==> src/rtl/game_pkg.sv <==
// Shared definitions for the guessing-game round controller: FSM states,
// per-difficulty round lengths and guess range limits.
package game_pkg;

  typedef enum logic [1:0] {
    S_IDLE = 2'd0,
    S_RUN  = 2'd1,
    S_WIN  = 2'd2,
    S_LOSE = 2'd3
  } game_state_e;

  localparam logic [6:0] TIME_D1 = 7'd30;
  localparam logic [6:0] TIME_D2 = 7'd60;
  localparam logic [6:0] TIME_D3 = 7'd90;

  localparam logic [9:0] LIMIT_D1 = 10'd9;
  localparam logic [9:0] LIMIT_D2 = 10'd99;
  localparam logic [9:0] LIMIT_D3 = 10'd999;

  function automatic logic [6:0] round_time(input logic [1:0] digits);
    case (digits)
      2'd1:    round_time = TIME_D1;
      2'd2:    round_time = TIME_D2;
      2'd3:    round_time = TIME_D3;
      default: round_time = 7'd0;
    endcase
  endfunction

  function automatic logic [9:0] guess_limit(input logic [1:0] digits);
    case (digits)
      2'd1:    guess_limit = LIMIT_D1;
      2'd2:    guess_limit = LIMIT_D2;
      2'd3:    guess_limit = LIMIT_D3;
      default: guess_limit = 10'd0;
    endcase
  endfunction

endpackage

==> src/rtl/guess_round_ctrl_if.sv <==
// Player-facing bus of the round controller: round/guess controls in, countdown,
// display digits, status flags and FSM state (debug) out.
interface guess_round_ctrl_if;
  import game_pkg::*;

  // Handshake: start and guess_valid are single-cycle strobes with no ready;
  // the controller samples them on every rising clk edge and never stalls.
  logic        start;
  logic [1:0]  max_digit;
  logic [9:0]  target;
  logic        guess_valid;
  logic [9:0]  guess;

  logic [6:0]  time_left;
  logic [3:0]  time_tens;
  logic [3:0]  time_ones;
  logic        playing;
  logic        win;
  logic        lose;
  logic        hint_high;
  logic        hint_low;
  logic        bad_guess;
  logic [3:0]  guess_count;
  game_state_e state;

  modport master (
    output start, max_digit, target, guess_valid, guess,
    input  time_left, time_tens, time_ones, playing, win, lose,
           hint_high, hint_low, bad_guess, guess_count, state
  );

  modport slave (
    input  start, max_digit, target, guess_valid, guess,
    output time_left, time_tens, time_ones, playing, win, lose,
           hint_high, hint_low, bad_guess, guess_count, state
  );

endinterface

==> src/rtl/bin2bcd7.sv <==
// Combinational 7-bit binary to two BCD digits for the countdown display.
module bin2bcd7 (
  input  logic [6:0] i_bin,
  output logic [3:0] o_tens,
  output logic [3:0] o_ones
);

  // Values up to 127 give a tens digit of at most 12, which fits in 4 bits.
  assign o_tens = 4'(i_bin / 7'd10);
  assign o_ones = 4'(i_bin % 7'd10);

endmodule

==> src/rtl/guess_round_ctrl.sv <==
// Round controller for a number-guessing game: countdown timer with a clock-enable
// prescaler, guess evaluation with hints, and win/lose detection.
module guess_round_ctrl
  import game_pkg::*;
#(
  parameter int TICK_DIV = 50_000_000
) (
  input  logic               clk,
  input  logic               restart,
  guess_round_ctrl_if.slave  bus
);

  localparam int PW = (TICK_DIV > 2) ? $clog2(TICK_DIV) : 1;

  game_state_e r_state, w_state_nx;
  logic [6:0]    r_time, w_time_nx;
  logic [PW-1:0] r_presc, w_presc_nx;
  logic [9:0]    r_target, w_target_nx;
  logic [1:0]    r_digits, w_digits_nx;
  logic [3:0]    r_count, w_count_nx;
  logic          r_hint_high, w_hint_high_nx;
  logic          r_hint_low, w_hint_low_nx;
  logic          r_bad, w_bad_nx;

  logic          w_start_ok;
  logic          w_tick;
  logic          w_won;
  logic [3:0]    w_tens;
  logic [3:0]    w_ones;

  assign w_start_ok = bus.start && (bus.max_digit != 2'd0);
  assign w_tick     = (r_presc == PW'(TICK_DIV - 1));

  always_ff @(posedge clk or negedge restart) begin
    if (!restart) begin
      r_state     <= S_IDLE;
      r_time      <= '0;
      r_presc     <= '0;
      r_target    <= '0;
      r_digits    <= '0;
      r_count     <= '0;
      r_hint_high <= 1'b0;
      r_hint_low  <= 1'b0;
      r_bad       <= 1'b0;
    end else begin
      r_state     <= w_state_nx;
      r_time      <= w_time_nx;
      r_presc     <= w_presc_nx;
      r_target    <= w_target_nx;
      r_digits    <= w_digits_nx;
      r_count     <= w_count_nx;
      r_hint_high <= w_hint_high_nx;
      r_hint_low  <= w_hint_low_nx;
      r_bad       <= w_bad_nx;
    end
  end

  always_comb begin
    w_state_nx     = r_state;
    w_time_nx      = r_time;
    w_presc_nx     = r_presc;
    w_target_nx    = r_target;
    w_digits_nx    = r_digits;
    w_count_nx     = r_count;
    w_hint_high_nx = r_hint_high;
    w_hint_low_nx  = r_hint_low;
    w_bad_nx       = 1'b0;
    w_won          = 1'b0;

    // A valid start wins over any guess or tick in the same cycle, in any state.
    if (w_start_ok) begin
      w_state_nx     = S_RUN;
      w_time_nx      = round_time(bus.max_digit);
      w_presc_nx     = '0;
      w_target_nx    = bus.target;
      w_digits_nx    = bus.max_digit;
      w_count_nx     = '0;
      w_hint_high_nx = 1'b0;
      w_hint_low_nx  = 1'b0;
    end else if (r_state == S_RUN) begin
      w_presc_nx = w_tick ? '0 : r_presc + PW'(1);
      if (bus.guess_valid) begin
        if (bus.guess > guess_limit(r_digits)) begin
          w_bad_nx = 1'b1;
        end else begin
          if (r_count != 4'hF) w_count_nx = r_count + 4'd1;
          if (bus.guess > r_target) begin
            w_hint_high_nx = 1'b1;
            w_hint_low_nx  = 1'b0;
          end else if (bus.guess < r_target) begin
            w_hint_high_nx = 1'b0;
            w_hint_low_nx  = 1'b1;
          end else begin
            w_hint_high_nx = 1'b0;
            w_hint_low_nx  = 1'b0;
            w_state_nx     = S_WIN;
            w_won          = 1'b1;
          end
        end
      end
      // A winning guess discards a coincident tick, so the clock stays frozen.
      if (w_tick && !w_won) begin
        if (r_time <= 7'd1) begin
          w_time_nx  = 7'd0;
          w_state_nx = S_LOSE;
        end else begin
          w_time_nx = r_time - 7'd1;
        end
      end
    end
  end

  bin2bcd7 u_bcd (
    .i_bin  (r_time),
    .o_tens (w_tens),
    .o_ones (w_ones)
  );

  assign bus.time_left   = r_time;
  assign bus.time_tens   = w_tens;
  assign bus.time_ones   = w_ones;
  assign bus.playing     = (r_state == S_RUN);
  assign bus.win         = (r_state == S_WIN);
  assign bus.lose        = (r_state == S_LOSE);
  assign bus.hint_high   = r_hint_high;
  assign bus.hint_low    = r_hint_low;
  assign bus.bad_guess   = r_bad;
  assign bus.guess_count = r_count;
  assign bus.state       = r_state;

endmodule
==> src/flat_wrapper.sv <==
// flat-port wrapper written by rule: the top's interface ports become plain ports
module guess_round_ctrl_flat import game_pkg::*;
#(
  parameter int TICK_DIV = 50_000_000
)
  (clk, restart, bus_start, bus_max_digit, bus_target, bus_guess_valid, bus_guess, bus_time_left, bus_time_tens, bus_time_ones, bus_playing, bus_win, bus_lose, bus_hint_high, bus_hint_low, bus_bad_guess, bus_guess_count, bus_state);
  guess_round_ctrl_if bus_i ();
  input  logic clk;
  input  logic restart;
  input wire logic [$bits(bus_i.start)-1:0] bus_start;
  input wire logic [$bits(bus_i.max_digit)-1:0] bus_max_digit;
  input wire logic [$bits(bus_i.target)-1:0] bus_target;
  input wire logic [$bits(bus_i.guess_valid)-1:0] bus_guess_valid;
  input wire logic [$bits(bus_i.guess)-1:0] bus_guess;
  output wire logic [$bits(bus_i.time_left)-1:0] bus_time_left;
  output wire logic [$bits(bus_i.time_tens)-1:0] bus_time_tens;
  output wire logic [$bits(bus_i.time_ones)-1:0] bus_time_ones;
  output wire logic [$bits(bus_i.playing)-1:0] bus_playing;
  output wire logic [$bits(bus_i.win)-1:0] bus_win;
  output wire logic [$bits(bus_i.lose)-1:0] bus_lose;
  output wire logic [$bits(bus_i.hint_high)-1:0] bus_hint_high;
  output wire logic [$bits(bus_i.hint_low)-1:0] bus_hint_low;
  output wire logic [$bits(bus_i.bad_guess)-1:0] bus_bad_guess;
  output wire logic [$bits(bus_i.guess_count)-1:0] bus_guess_count;
  output wire logic [$bits(bus_i.state)-1:0] bus_state;
  assign bus_i.start = bus_start;
  assign bus_i.max_digit = bus_max_digit;
  assign bus_i.target = bus_target;
  assign bus_i.guess_valid = bus_guess_valid;
  assign bus_i.guess = bus_guess;
  assign bus_time_left = bus_i.time_left;
  assign bus_time_tens = bus_i.time_tens;
  assign bus_time_ones = bus_i.time_ones;
  assign bus_playing = bus_i.playing;
  assign bus_win = bus_i.win;
  assign bus_lose = bus_i.lose;
  assign bus_hint_high = bus_i.hint_high;
  assign bus_hint_low = bus_i.hint_low;
  assign bus_bad_guess = bus_i.bad_guess;
  assign bus_guess_count = bus_i.guess_count;
  assign bus_state = bus_i.state;
  guess_round_ctrl #(.TICK_DIV(TICK_DIV)) u_core (.clk(clk), .restart(restart), .bus(bus_i));
endmodule
==> config.mk <==
export PLATFORM = sky130hd
export DESIGN_NAME = guess_round_ctrl_flat
export DESIGN_NICKNAME = d
export VERILOG_FILES = /design/src/rtl/game_pkg.sv /design/src/rtl/guess_round_ctrl_if.sv /design/src/rtl/bin2bcd7.sv /design/src/rtl/guess_round_ctrl.sv /design/src/flat_wrapper.sv
export SDC_FILE = /design/constraint.sdc
export NUM_CORES = 1
export LEC_CHECK = 0
export BUFFER_PORTS_ARGS = -buffer_cell sky130_fd_sc_hd__buf_2
export CAP_MARGIN = 10
export CORE_MARGIN = 5
export CORE_UTILIZATION = 49
export DETAILED_ROUTE_END_ITERATION = 10
export GPL_TIMING_DRIVEN = 0
export PLACE_DENSITY_LB_ADDON = 0.25
export SYNTH_ARGS = -nofsm -noshare
export SYNTH_HDL_FRONTEND = slang
export SYNTH_SLANG_ARGS = --single-unit
==> constraint.sdc <==
create_clock -name clk -period 3.2 [get_ports clk]
set_input_delay 0.16 -clock clk [delete_from_list [all_inputs] [get_ports clk]]
set_output_delay 0.16 -clock clk [all_outputs]
set_load 0.1 [all_outputs]
# [Word-level counts from Yosys, hierarchy flattened]
# Index checks and enable logic that the tools add are counted.
[word_totals] register_bits=54 input_bits=26 out_inout_bits=27 word_cells=87
[classes] addsub=3 n_div=2 magnitude_cmp=4 eq_ne=12 n_mux=46 reduce_logical=11
[ops] op="$mux 26" count=3
[ops] op="$mux 10" count=3
[ops] op="$pmux 10 s3" count=1
[ops] op="$mux 7" count=4
[ops] op="$add 26x1->26 const B" count=1
[ops] op="$eq 26x26->1 const B" count=1
[ops] op="$mux 1" count=21
[ops] op="$pmux 7 s3" count=1
[ops] op="$gt 10x10->1" count=2
[ops] op="$mux 4" count=5
[ops] op="$mux 2" count=8
[ops] op="$eq 2x2->1 const B" count=6
[ops] op="$lt 10x10->1" count=1
[ops] op="$reduce_bool 2->1" count=5
[ops] op="$div 7x4->7 const B" count=1
[ops] op="$le 7x1->1 const B" count=1
[ops] op="$mod 7x4->7 const B" count=1
[ops] op="$sub 7x1->7 const B" count=1
[ops] op="$eq 2x1->1 const B" count=3
[ops] op="$add 4x1->4 const B" count=1
[ops] op="$ne 4x4->1 const B" count=1
[ops] op="$reduce_and 4->1" count=1
[ops] op="$reduce_and 3->1" count=1
[ops] op="$logic_and 1x1->1" count=2
[ops] op="3 further kinds" count=3

# [Logic depth before layout (Yosys ltp)]
# Gate-level depths: netlist of the first run.
[logic_depth] ltp_word=15 ltp_mapped=13 ltp_nobuf=12

# [By module]
# A second synthesis of the first run with hierarchy kept.
[unflattened] hier_cells=462 area_unflattened_um2=4006.3
[modules_own_cells] module="guess_round_ctrl" n_inst=1 cells_each=406 area_per_inst_um2=3572.2 seq_area_each_um2=1351.3
[modules_own_cells] module="bin2bcd7" n_inst=1 cells_each=56 area_per_inst_um2=434.2 seq_area_each_um2=0.0

# [Worst setup path after synthesis of the first run]
# OpenSTA, ideal clock, no wires.
[synth_path] path_kind="register to output" from="register u_core.r_time[4] (netlist: u_core.bus.time_left[4])" to="output bus_time_ones[2]" t_arrival_ns=4.744 required_ns=3.040 slack_ns=-1.704 stages_incl_launch_ff=13 cell_sequence="dfrtp_1 clkbuf_2 nand2b_1 nor2_1 o311ai_0 nand2_1 xnor2_1 ha_1 clkbuf_1 a21oi_1 o41ai_1 o22a_2 mux2i_1"
[synth_via] elab_chain_cells=1
[synth_rtl] element="from (decl)" line_no="guess_round_ctrl.sv:16" text="logic [6:0] r_time, w_time_nx;"
[synth_rtl] element="from (signal assigned)" line_no="guess_round_ctrl.sv:47" text="r_time <= w_time_nx;"
[synth_rtl] element="$mod 7x4->7" line_no="bin2bcd7.sv:10" text="assign o_ones = 4'(i_bin % 7'd10);"
[synth_rtl] element="to (decl)" line_no="flat_wrapper.sv:17" text="output wire logic [$bits(bus_i.time_ones)-1:0] bus_time_ones;"
# No other way between the ends.

# [Worst setup path in the final report of the first run]
[layout_path] from="register u_core.r_time[4] (netlist: u_core.bus.time_left[4])" to="output bus_time_ones[1]"
# The elaborated chain is that of the path after synthesis.

==> metrics.txt, run 1 <==
CP Max Fanout=7; Yosys cell types=65; Synth Flop Type=dfrtp_1; Iter 0 DRT Violations=126; crit path kind=reg2out; RSZ-0062 raised after global routing=true; mean post-synth cell area=8.69 µm²; WL/cell=roughly 15 µm; vias per cell=between 5 and 6; Tot GR Track Use=0.190; Combinational Power Share=0.656; number of buffers added on ports=52; Post-Syn Area=approximately 3700 µm²; share of total power in sequential cells=0.224; GRT met2 Usage=0.330; peak supply drop=around 660 µV; Fmax=between 300 and 400 MHz; Antenna Violating Nets Remaining=0; Int Pwr=roughly 1.9 mW; area leader, netlist=dfrtp_1; CP top delay family=compound AO/OA/AOI/OAI gates; Max H-tree Level=2; final HPWL from detailed placement=6510 µm; Clock Sinks=54; relative slew slack=0.537; fin. max-slew vios=0; Register-to-Register Setup Slack=around 0.65 ns; min-delay src=bus_target[0]; mux contribution to synthesized area=0.0269; Seq/Total Area, Yosys=0.363; Sw Share=0.508; Setup Slack @ Placement=-0.207 ns; placed cell area=4210 µm²; remaining global-route overflow=0; worst path required time=3.04 ns; first-pass GRT wire length=15200 µm; initial antenna violation count=0; worst path bufs/invs=2; post-route cell area=between 4000 and 5000 µm²; fin nets=559; die span in y=roughly 97 µm; Die X-Extent=97.2 µm; largest cells by area after synthesis=dfrtp_1, ha_1, o21ai_0; main combinational cell family by area after synthesis=simple AND/OR/NAND/NOR gates; Synth top area share=0.363; antenna diode count=0; GR Util met1=0.243; Placed Cells=580; Clk pin slew, worst setup/hold paths=around 0.10 ns; setup TNS=0 ns; routability congestion estimate=between 0.8 and 0.9; Mapped Cells=about 430; Async SR Flop Fraction=1.00; Rows=31; DRC=0; Hold Crit Class=in2reg; CP Cell Sequence=nand2b_4, a32oi_1, nand2_2, xnor2_2, ha_2, nand2b_1, a21oi_2, o211ai_1, o41ai_2, o22a_2, buf_12, xnor2_4, buf_12; worst setup path startpoint=u_core.bus.time_left[4]$_DFFE_PN0P_; period utilization=0.999; Max Cap Violations=0; Critical R2R Launch=u_core.r_target[5]$_DFFE_PN0P_; WHS=roughly 0.044 ns; Final Util=0.622; Root Driver=clkbuf_8; vias in the first global route=~3300; clk buf depth=2; global routing usage on met3=0.0416; total CTS buffers=5; Hold Fails Final Rpt=0; Worst-Skew Late Latency=approximately 0.31 ns; Synth Area in Simple Gates=0.237; register bit total from synthesis=54; post-route setup slack=around 0.0019 ns; wirelength, routed=8970 µm; status=finished clean; Pwr Density=~840 nW/µm²; Synth warnings=0; synth-to-layout area growth=22.3%; Least-Margin Pin Slew=0.694 ns; Layout Skew=approximately 0.0069 ns; DR vias=around 3400; min cycle time layout=roughly 3.2 ns; core region area=7330 µm²; Most Crowded Layer GR=met2; CP most frequent cell=buf_12; compound-cell area share of the yosys netlist=0.187; slowest stage cell, crit path=dfrtp_4; layout cells sized above 1=0.239; Post-synth EDFFs=0; syn nets=between 400 and 500; Setup crit end kind=output port; First-pass DRT Iterations=4; critical path startpoint category=flip-flop; Power, Total=about 3.8 mW; post-synthesis adder-cell area fraction=0.107; Die Area=9450 µm²; Switch Pwr=slightly below 2 mW; XOR/XNOR Fraction of Synth Area=0.0329; Worst Path Arrival=3.04 ns; final-report setup violation count=0; Crit path largest cell delay=between 0.5 and 0.6 ns; post-route insts no fill=between 600 and 700; number of I/O pins=53; CTS tree=built; leakage dissipation=2.13 nW; clock share of power=0.120; largest net degree at the start of global routing=55; Initial Util=0.508
cell families (layout without fill, tap and decap cells):
group / count (synthesis) / after routing
simple gates: 172 / 172
compound gates: 106 / 106
flops: 54 / 54
buf+inv: 43 / 116
fa+ha+maj: 32 / 32
xor+xnor: 14 / 14
mux: 8 / 8
layout make-up:
type | instances | area [µm²]
clock inverters | 1 | 30.0
inverters | 26 | 100
multi-input cells | 332 | 2330
fillers | 623 | 2770
well taps | 99 | 124
plain buffers | 15 | 85.1
repair buffers | 67 | 445
clock buffers | 7 | 76.3
flip-flops and latches | 54 | 1360
what timing repair did:
| action | in CTS | in global routing |
|---|---|---|
| hold buffers | 0 | 1 |
| buffers inserted | 2 | 12 |
| hold endpoints to repair | 0 | 54 |
| resized for setup | 18 | 17 |
| pin swaps | 7 | 8 |
| endpoints found under the setup margin | 4 | 4 |
cell usage in the layout (no fill, tap or decap), types with 3 or more instances in the layout:
cell / n
a21o_1: 4
a21oi_1: 21
a21oi_2: 5
a31oi_1: 6
and3_1: 10
buf_12: 4
buf_2: 49
buf_4: 16
clkbuf_1: 11
clkbuf_8: 5
dfrtp_1: 49
dfrtp_2: 3
ha_1: 31
inv_1: 24
mux2_4: 4
mux2i_1: 3
nand2_1: 45
nand2b_1: 5
nand3_1: 20
nand4_1: 6
nor2_1: 42
nor2b_1: 6
nor3_1: 10
o21ai_0: 35
o31ai_1: 8
xnor2_1: 5
xor2_1: 7
power groups by stage:
stage                     logic [mW]  clock network [mW]  registers (mW)
after floorplan                 1.48                   0            1.14
after global placement          2.07                   0           0.843
after detailed placement        2.09                   0           0.846
after CTS                       2.29               0.470           0.839
after global routing            2.64               0.499           0.865
final                           2.50               0.458           0.853
registers in the layout, summed over array words and instances, names as in the netlist:
name,cells
u_core.r_presc,26
u_core.bus.bad_guess,1
u_core.bus.state,2
u_core.bus.hint_high,1
u_core.r_target,10
u_core.bus.guess_count,4
u_core.bus.hint_low,1
u_core.bus.time_left,7
u_core.r_digits,2
worst reg2reg max path: cells and delay by family (launching register included):
family                     cells  cell delay [ns]
muxes                          1             0.34
buffers and inverters          1             0.07
and+or+nand+nor                2             0.33
DFF                            1             0.37
AOI/OAI and AO/OA              4             1.11
adders and majority gates      1             0.23
cell usage after synthesis (all sizes together), types with 2 or more instances:
| cell | instances |
|---|---|
| a211oi | 2 |
| a21o | 4 |
| a21oi | 26 |
| a311oi | 2 |
| a31oi | 6 |
| a32oi | 2 |
| and2 | 2 |
| and3 | 13 |
| and4 | 3 |
| buf | 4 |
| clkbuf | 13 |
| dfrtp | 54 |
| ha | 32 |
| inv | 25 |
| mux2 | 4 |
| mux2i | 4 |
| nand2 | 47 |
| nand2b | 7 |
| nand3 | 20 |
| nand4 | 7 |
| nor2 | 43 |
| nor2b | 7 |
| nor3 | 11 |
| nor3b | 2 |
| o211ai | 2 |
| o21ai | 39 |
| o31ai | 8 |
| o41ai | 2 |
| or2 | 2 |
| or3 | 2 |
| xnor2 | 7 |
| xor2 | 7 |
layer usage:
metal  part of all wire  up-vias  wire length (µm)
met1               0.45     1635              4000
met4              0.012        0               111
li1                   -     1672                 -
met3              0.052       10               469
met5                  0        -                 0
met2               0.49       74              4380
path summary, 6_finish.rpt:
kind / to / cells after the start
worst max-delay path: bus_time_ones[1] / 13
worst max register to register: u_core.bus.time_left[3]$_DFFE_PN0P_ / 9
worst min-delay path: u_core.r_target[0]$_DFFE_PN0P_ / 3
max in group asynchronous: u_core.bus.time_left[2]$_DFFE_PN0P_ / 2
min in group asynchronous: u_core.bus.hint_low$_DFFE_PN0P_ / 2
worst min register to register: u_core.r_presc[23]$_DFFE_PN0P_ / 1
Note: power is estimated with default switching activity, not from simulation.
==> inputs of run 2 (changes only) <==
Settings changed: ABC_AREA set to 1, SKIP_LAST_GASP set to 1.
==> run 2 against run 1 <==
Clock power fell by 13%. Sequential cell count did not move. Critical endpoint unchanged. Synthesized cell count rose by 17%. Non-clock buffer count is 20 lower. Worst setup slack improved by 0.17 ns. Clock-buffer cell count shrank 1. Maximum frequency is 5.7% higher. Critical path type unchanged. Global-route usage shrank 0.50 points.
==> metrics.txt, run 2 <==
mux contribution to synthesized area=0 (-0.0269); Post-synth EDFFs=0 (unchanged); Register Area=1370 µm² (+0.28%); Hold Crit Class=in2reg; largest reg by FF count=u_core.r_presc; worst path required time=3.04 ns (about the same); CTS tree=built; Worst Path Arrival=2.87 ns (-0.17 ns); postcts setup bufs=0 (-2); WHS=0.0576 ns (+0.0137 ns); multi-input logic area=2120 µm² (-9.2%); critical path startpoint category=flip-flop; vias per cell=5.14 (-9.0%); min cycle time layout=3.03 ns (-0.173 ns); largest net degree at the start of global routing=55 (unchanged); die span in y=97.6 µm (+0.39%); Hold Fails Final Rpt=0 (unchanged); WL/cell=12.8 µm (-14%); Tot GR Track Use=0.185 (-0.00497); register bit total from synthesis=54 (unchanged); wirelength, routed=8520 µm (-5.0%); Async SR Flop Fraction=1.00 (unchanged); max FFs per register=26 (unchanged); area leader, netlist=dfrtp_1; Final Util=0.575 (-0.0473); mean post-synth cell area=7.49 µm² (-14%); Max Cap Violations=0 (unchanged); Fmax=331 MHz (+5.7%); Die Area=9520 µm² (+0.78%); syn nets=560 (+15%); relative slew slack=0.645 (+0.108); Layout Skew=0.0105 ns (+0.00356 ns); DRC=0 (unchanged); period utilization=0.945 (-0.0540); Initial Util=0.494 (-0.0142); Seq/Total Area, Yosys=0.359 (-0.00314); commonest non-fill, non-tap cell in the layout=nand2_1; RSZ-0062 raised after global routing=true; Critical R2R Launch=u_core.r_digits[0]$_DFFE_PN0P_; routability congestion estimate=0.946 (+14%); Register-to-Register Setup Slack=0.98 ns (+0.33 ns); XOR/XNOR Fraction of Synth Area=0.0233 (-0.00960); crit path kind=reg2out; status=finished clean; total CTS buffers=5 (unchanged); first-pass GRT wire length=15000 µm (-0.95%); peak supply drop=905 µV (+36%); Post-Syn Area=3760 µm² (+0.87%); Synth Flop Type=dfrtp_1; Max H-tree Level=2 (unchanged); final-report setup violation count=0 (unchanged); Rows=32 (+3.2%); compound-cell area share of the yosys netlist=0.128 (-0.0589); synth-to-layout area growth=16.2%; largest cells by area after synthesis=dfrtp_1, ha_1, nand2_1; Synth top area share=0.359 (-0.00314); fill count=734 (+18%); leakage dissipation=2.19 nW (+2.8%); CP Max Fanout=5 (-2); Synth warnings=0 (unchanged); DR vias=3421 (+0.88%); remaining global-route overflow=0 (unchanged); Yosys cell types=44 (-32%); fin. max-slew vios=0 (unchanged); placed cell area=4210 µm² (about the same); Worst-Skew Late Latency=0.31 ns (about the same); initial antenna violation count=0 (unchanged); clk buf depth=2 (unchanged); worst setup path startpoint=u_core.bus.time_left[4]$_DFFE_PN0P_; number of I/O pins=53 (unchanged); main combinational cell family by area after synthesis=simple AND/OR/NAND/NOR gates; Pwr Density=773 nW/µm² (-7.6%); Least-Margin Pin Slew=0.533 ns (-0.162 ns); Root Driver=clkbuf_8; Clock Sinks=54 (unchanged); Mapped Cells=502 (+17%); Die X-Extent=97.6 µm (+0.39%); setup TNS=0 ns (unchanged); layout cells sized above 1=0.204 (-0.0351); most common cell in the synthesized netlist=nand2_1; Post-synth top cells=nand2_1, inv_1, dfrtp_1, nor2_1, ha_1; post-synthesis adder-cell area fraction=0.106 (-0.000929); min-delay src=bus_target[6]; most frequent cells in the layout=nand2_1, inv_1, nor2_1, dfrtp_1, buf_2; Antenna Violating Nets Remaining=0 (unchanged); Synth Area in Simple Gates=0.291 (+0.0535); First-pass DRT Iterations=4 (unchanged); number of buffers added on ports=52 (unchanged); antenna diode count=0 (unchanged); fin nets=621 (+11%); Iter 0 DRT Violations=147 (+17%); Setup crit end kind=output port; final HPWL from detailed placement=6710 µm (+3.2%); Clk pin slew, worst setup/hold paths=0.10 ns (about the same); vias in the first global route=3406 (+4.7%); core region area=7610 µm² (+3.8%); post-route cell area=4370 µm² (-4.1%)
run 2: cell types whose count changed in the layout (fill, tap and decap cells not counted), moves of 6 or more:
cell and delta:
nand4_1 +7, and3_1 -10, inv_2 +10, inv_1 +43, nand2_1 +56, o21ai_0 -10, nand3_1 +7, nand2_2 +10
nor2b_1 -6, clkbuf_1 -6, buf_4 -15, o21ai_1 +9, o31ai_1 -6, nor2_1 +11
run 2: per-stage QoR:
step	std cells	setup WS, ns	total power [mW]
final	666	0.175	3.38
after global routing	666	-0.0223	3.58
after detailed placement	656	0.236	2.89
after global placement	656	0.333	2.85
after CTS	664	0.0123	3.32
after floorplan	502	-0.00354	2.58
run 2: critical path, stage by stage, from the launching register on:
cell     delay [ns]
dfrtp_4        0.52
inv_2          0.11
nand3_1        0.16
nand3_2        0.10
nand2_2        0.11
nand2_8        0.11
nand2_1        0.09
o21ai_4        0.12
nand3_1        0.18
nand2_1        0.14
inv_1          0.05
ha_1           0.18
inv_1          0.07
nand3_2        0.13
nand3_4        0.12
nand2_1        0.08
nand2_4        0.07
buf_6          0.22
run 2: what timing repair did:
action	4_1_cts	5_1_grt
hold buffers	0	1
endpoints found under the hold margin	0	22
resized for setup	2	8
endpoints found under the setup margin	2	4
run 2: area by class of cell:
class | instances | share of cell area
buffer | 8 | 0.0112
clock buffer | 6 | 0.0189
tap | 102 | 0.0292
inverter | 79 | 0.0690
clock inverter | 2 | 0.00286
sequential | 54 | 0.313
multi-input combinational | 361 | 0.485
timing repair buffer | 54 | 0.0713
run 2: where the power goes:
| part | total (mW) | switching [mW] | internal (mW) |
|---|---|---|---|
| sequential | 0.839 | 0.0734 | 0.765 |
| combinational | 2.14 | 1.64 | 0.498 |
| clock | 0.399 | 0.225 | 0.175 |
| total | 3.38 | 1.94 | 1.44 |
run 2: layer usage:
metal,global-route usage,vias up,routed length [µm]
met1,0.235,1589,3990
met2,0.323,60,4090
met3,0.0330,12,305
met4,0.0511,0,127
li1,-,1760,-
met5,0,-,0
run 2: cells by family (layout without fill, tap and decap cells):
| kind of cell | count (synthesis) | count (layout) |
|---|---|---|
| and+or+nand+nor | 238 | 238 |
| adders and majority gates | 32 | 32 |
| xor gates and xnor gates | 10 | 10 |
| buffers and inverters | 87 | 149 |
| DFF | 54 | 54 |
| AOI/OAI and AO/OA | 81 | 81 |
run 2: path summary, 6_finish.rpt:
| kind | endpoint | depth (start not counted) |
|---|---|---|
| max in group asynchronous | u_core.bus.time_left[6]$_DFFE_PN0P_ | 3 |
| max reg2reg | u_core.bus.time_left[2]$_DFFE_PN0P_ | 12 |
| min | u_core.r_target[6]$_DFFE_PN0P_ | 3 |
| min in group asynchronous | u_core.r_presc[19]$_DFFE_PN0P_ | 2 |
| max | bus_time_ones[1] | 17 |
| min reg2reg | u_core.r_target[0]$_DFFE_PN0P_ | 2 |
==> inputs of run 3 (changes only) <==
Settings changed: CORE_ASPECT_RATIO set to 1.4, CTS_BUF_LIST set to sky130_fd_sc_hd__clkbuf_8 sky130_fd_sc_hd__clkbuf_16, SKIP_CTS_REPAIR_TIMING set to 1.
==> run 3 against run 2 <==
Worst setup slack improved by 0.0014 ns. Wire length decreased by 2.1%. Global-route usage about the same. Core utilization increased by 1.2 points. Clock power decreased by 5%. First-iteration DRC count decreased by 13%. Sequential share of layout area increased by 0.16 points. Die area increased by 0.26%. Highest routed layer unchanged.
==> metrics.txt, run 3 (synthesized netlist as in run 2, its figures left out) <==
fin nets=621 (unchanged); Least-Margin Pin Slew=0.596 ns (+0.0630 ns); Layout Skew=0.0109 ns (+0.000409 ns); number of buffers added on ports=52 (unchanged); Fmax=331 MHz (about the same); layout cells sized above 1=0.199 (-0.00497); first-pass GRT wire length=14800 µm (-2.0%); Setup crit end=bus_time_ones[1]; core region area=7410 µm² (-2.6%); Hold Crit Class=in2reg; DRC=0 (unchanged); crit path kind=reg2out; remaining global-route overflow=0 (unchanged); First-pass DRT Iterations=4 (unchanged); period utilization=0.945 (about the same); clk buf depth=2 (unchanged); Register-to-Register Setup Slack=0.99 ns (about the same); WL/cell=12.6 µm (-1.2%); reg2reg end=u_core.bus.time_left[2]$_DFFE_PN0P_; Final Util=0.587 (+0.0125); die span in y=114 µm (+16%); worst path required time=3.04 ns (about the same); Hold Fails Final Rpt=0 (unchanged); worst setup path startpoint=u_core.bus.time_left[3]$_DFFE_PN0P_; antenna diode count=0 (unchanged); Clk pin slew, worst setup/hold paths=0.10 ns (about the same); vias in the first global route=3384 (-0.65%); total CTS buffers=5 (unchanged); Iter 0 DRT Violations=128 (-13%); commonest non-fill, non-tap cell in the layout=nand2_1; DR vias=3394 (-0.79%); critical path startpoint category=flip-flop; Root Driver=clkbuf_8; Die Area=9550 µm² (+0.26%); fin. max-slew vios=0 (unchanged); status=finished clean; Initial Util=0.508 (+0.0134); Worst Path Arrival=2.86 ns (about the same); largest net degree at the start of global routing=55 (unchanged); Max Cap Violations=0 (unchanged); initial antenna violation count=0 (unchanged); wirelength, routed=8340 µm (-2.1%); Max H-tree Level=2 (unchanged); relative slew slack=0.603 (-0.0420); CTS tree=built; final HPWL from detailed placement=6560 µm (-2.2%); min cycle time layout=3.02 ns (-0.00137 ns); max FFs per register=26 (unchanged); vias per cell=5.14 (+0.11%); leakage dissipation=2.19 nW (+0.17%); Rows=37 (+16%); Setup crit end kind=output port; Clock Sinks=54 (unchanged); most frequent cells in the layout=nand2_1, inv_1, nor2_1, dfrtp_1, buf_2; Pwr Density=767 nW/µm² (-0.75%); setup TNS=0 ns (unchanged); peak supply drop=1380 µV (+53%); Die X-Extent=84.0 µm (-14%); FF-to-FF path depth=12 (unchanged); final-report setup violation count=0 (unchanged); number of I/O pins=53 (unchanged); Critical R2R Launch=u_core.r_digits[0]$_DFFE_PN0P_; Tot GR Track Use=0.185 (about the same); routability congestion estimate=0.889 (-6.0%); largest reg by FF count=u_core.r_presc; CP Max Fanout=7 (+2); Antenna Violating Nets Remaining=0 (unchanged); synth-to-layout area growth=15.6%; Worst-Skew Late Latency=0.31 ns (about the same)
run 3: changes by cell type in the layout (fill, tap and decap cells not counted):
cell,delta
clkinvlp_4,-2
inv_1,+2
buf_6,+1
clkinv_2,-1
buf_8,-1
run 3: per-stage QoR:
stage                     cells  setup slack (ns)  area [µm²]  power (mW)  hold WS, ns
final                       660             0.176        4350        3.34       0.0539
after global routing        660          -0.00334        4350        3.53       0.0532
after CTS                   658           -0.0974        4290        3.28       0.0435
after detailed placement    651             0.266        4200        2.89        0.371
after global placement      651             0.350        4200        2.86        0.367
after floorplan             502          -0.00354        3820        2.58       -0.136
run 3: cell type report:
type / count / area, µm²
Buffer: 8 / 48.8
Fill cell: 716 / 3060
Multi-Input combinational cell: 361 / 2120
Inverter: 79 / 298
Clock inverter: 1 / 3.75
Tap cell: 97 / 121
Clock buffer: 6 / 82.6
Timing Repair Buffer: 54 / 308
Sequential cell: 54 / 1370
run 3: worst min-delay path by stage:
stage             startpoint  slack [ns]  depth (start not counted)                             end
4_1_cts        bus_target[0]        0.04                          3  u_core.r_target[0]$_DFFE_PN0P_
2_1_floorplan        restart       -0.14                          0  u_core.bus.bad_guess$_DFF_PN0_
3_3_place_gp   bus_target[5]        0.37                          3  u_core.r_target[5]$_DFFE_PN0P_
6_report       bus_target[0]        0.05                          3  u_core.r_target[0]$_DFFE_PN0P_
5_1_grt        bus_target[8]        0.05                          3  u_core.r_target[8]$_DFFE_PN0P_
3_5_place_dp   bus_target[0]        0.37                          3  u_core.r_target[0]$_DFFE_PN0P_
run 3: critical path, stage by stage (launching register included):
cell and delay (ns):
dfrtp_4 0.52, inv_1 0.22, nand3_2 0.12, nand2_2 0.15, nand3_1 0.15, nand3_2 0.11, nand2_1 0.14, nand2_8 0.09
nand2_2 0.05, nand2_1 0.08, inv_1 0.05, ha_1 0.18, inv_1 0.07, nand3_2 0.12, nand3_4 0.11, nand2_1 0.09
nand2_4 0.07, buf_6 0.22
run 3: power by group:
group          switching (mW)  internal [mW]
Clock                   0.212          0.169
Combinational            1.64          0.480
Sequential             0.0744          0.765
Total                    1.92           1.41
run 3: metal layers:
metal  GRT usage  routed length [µm]
met4      0.0622                 150
met3      0.0419                 376
met5           0                   0
met1       0.221                3590
met2       0.327                4220
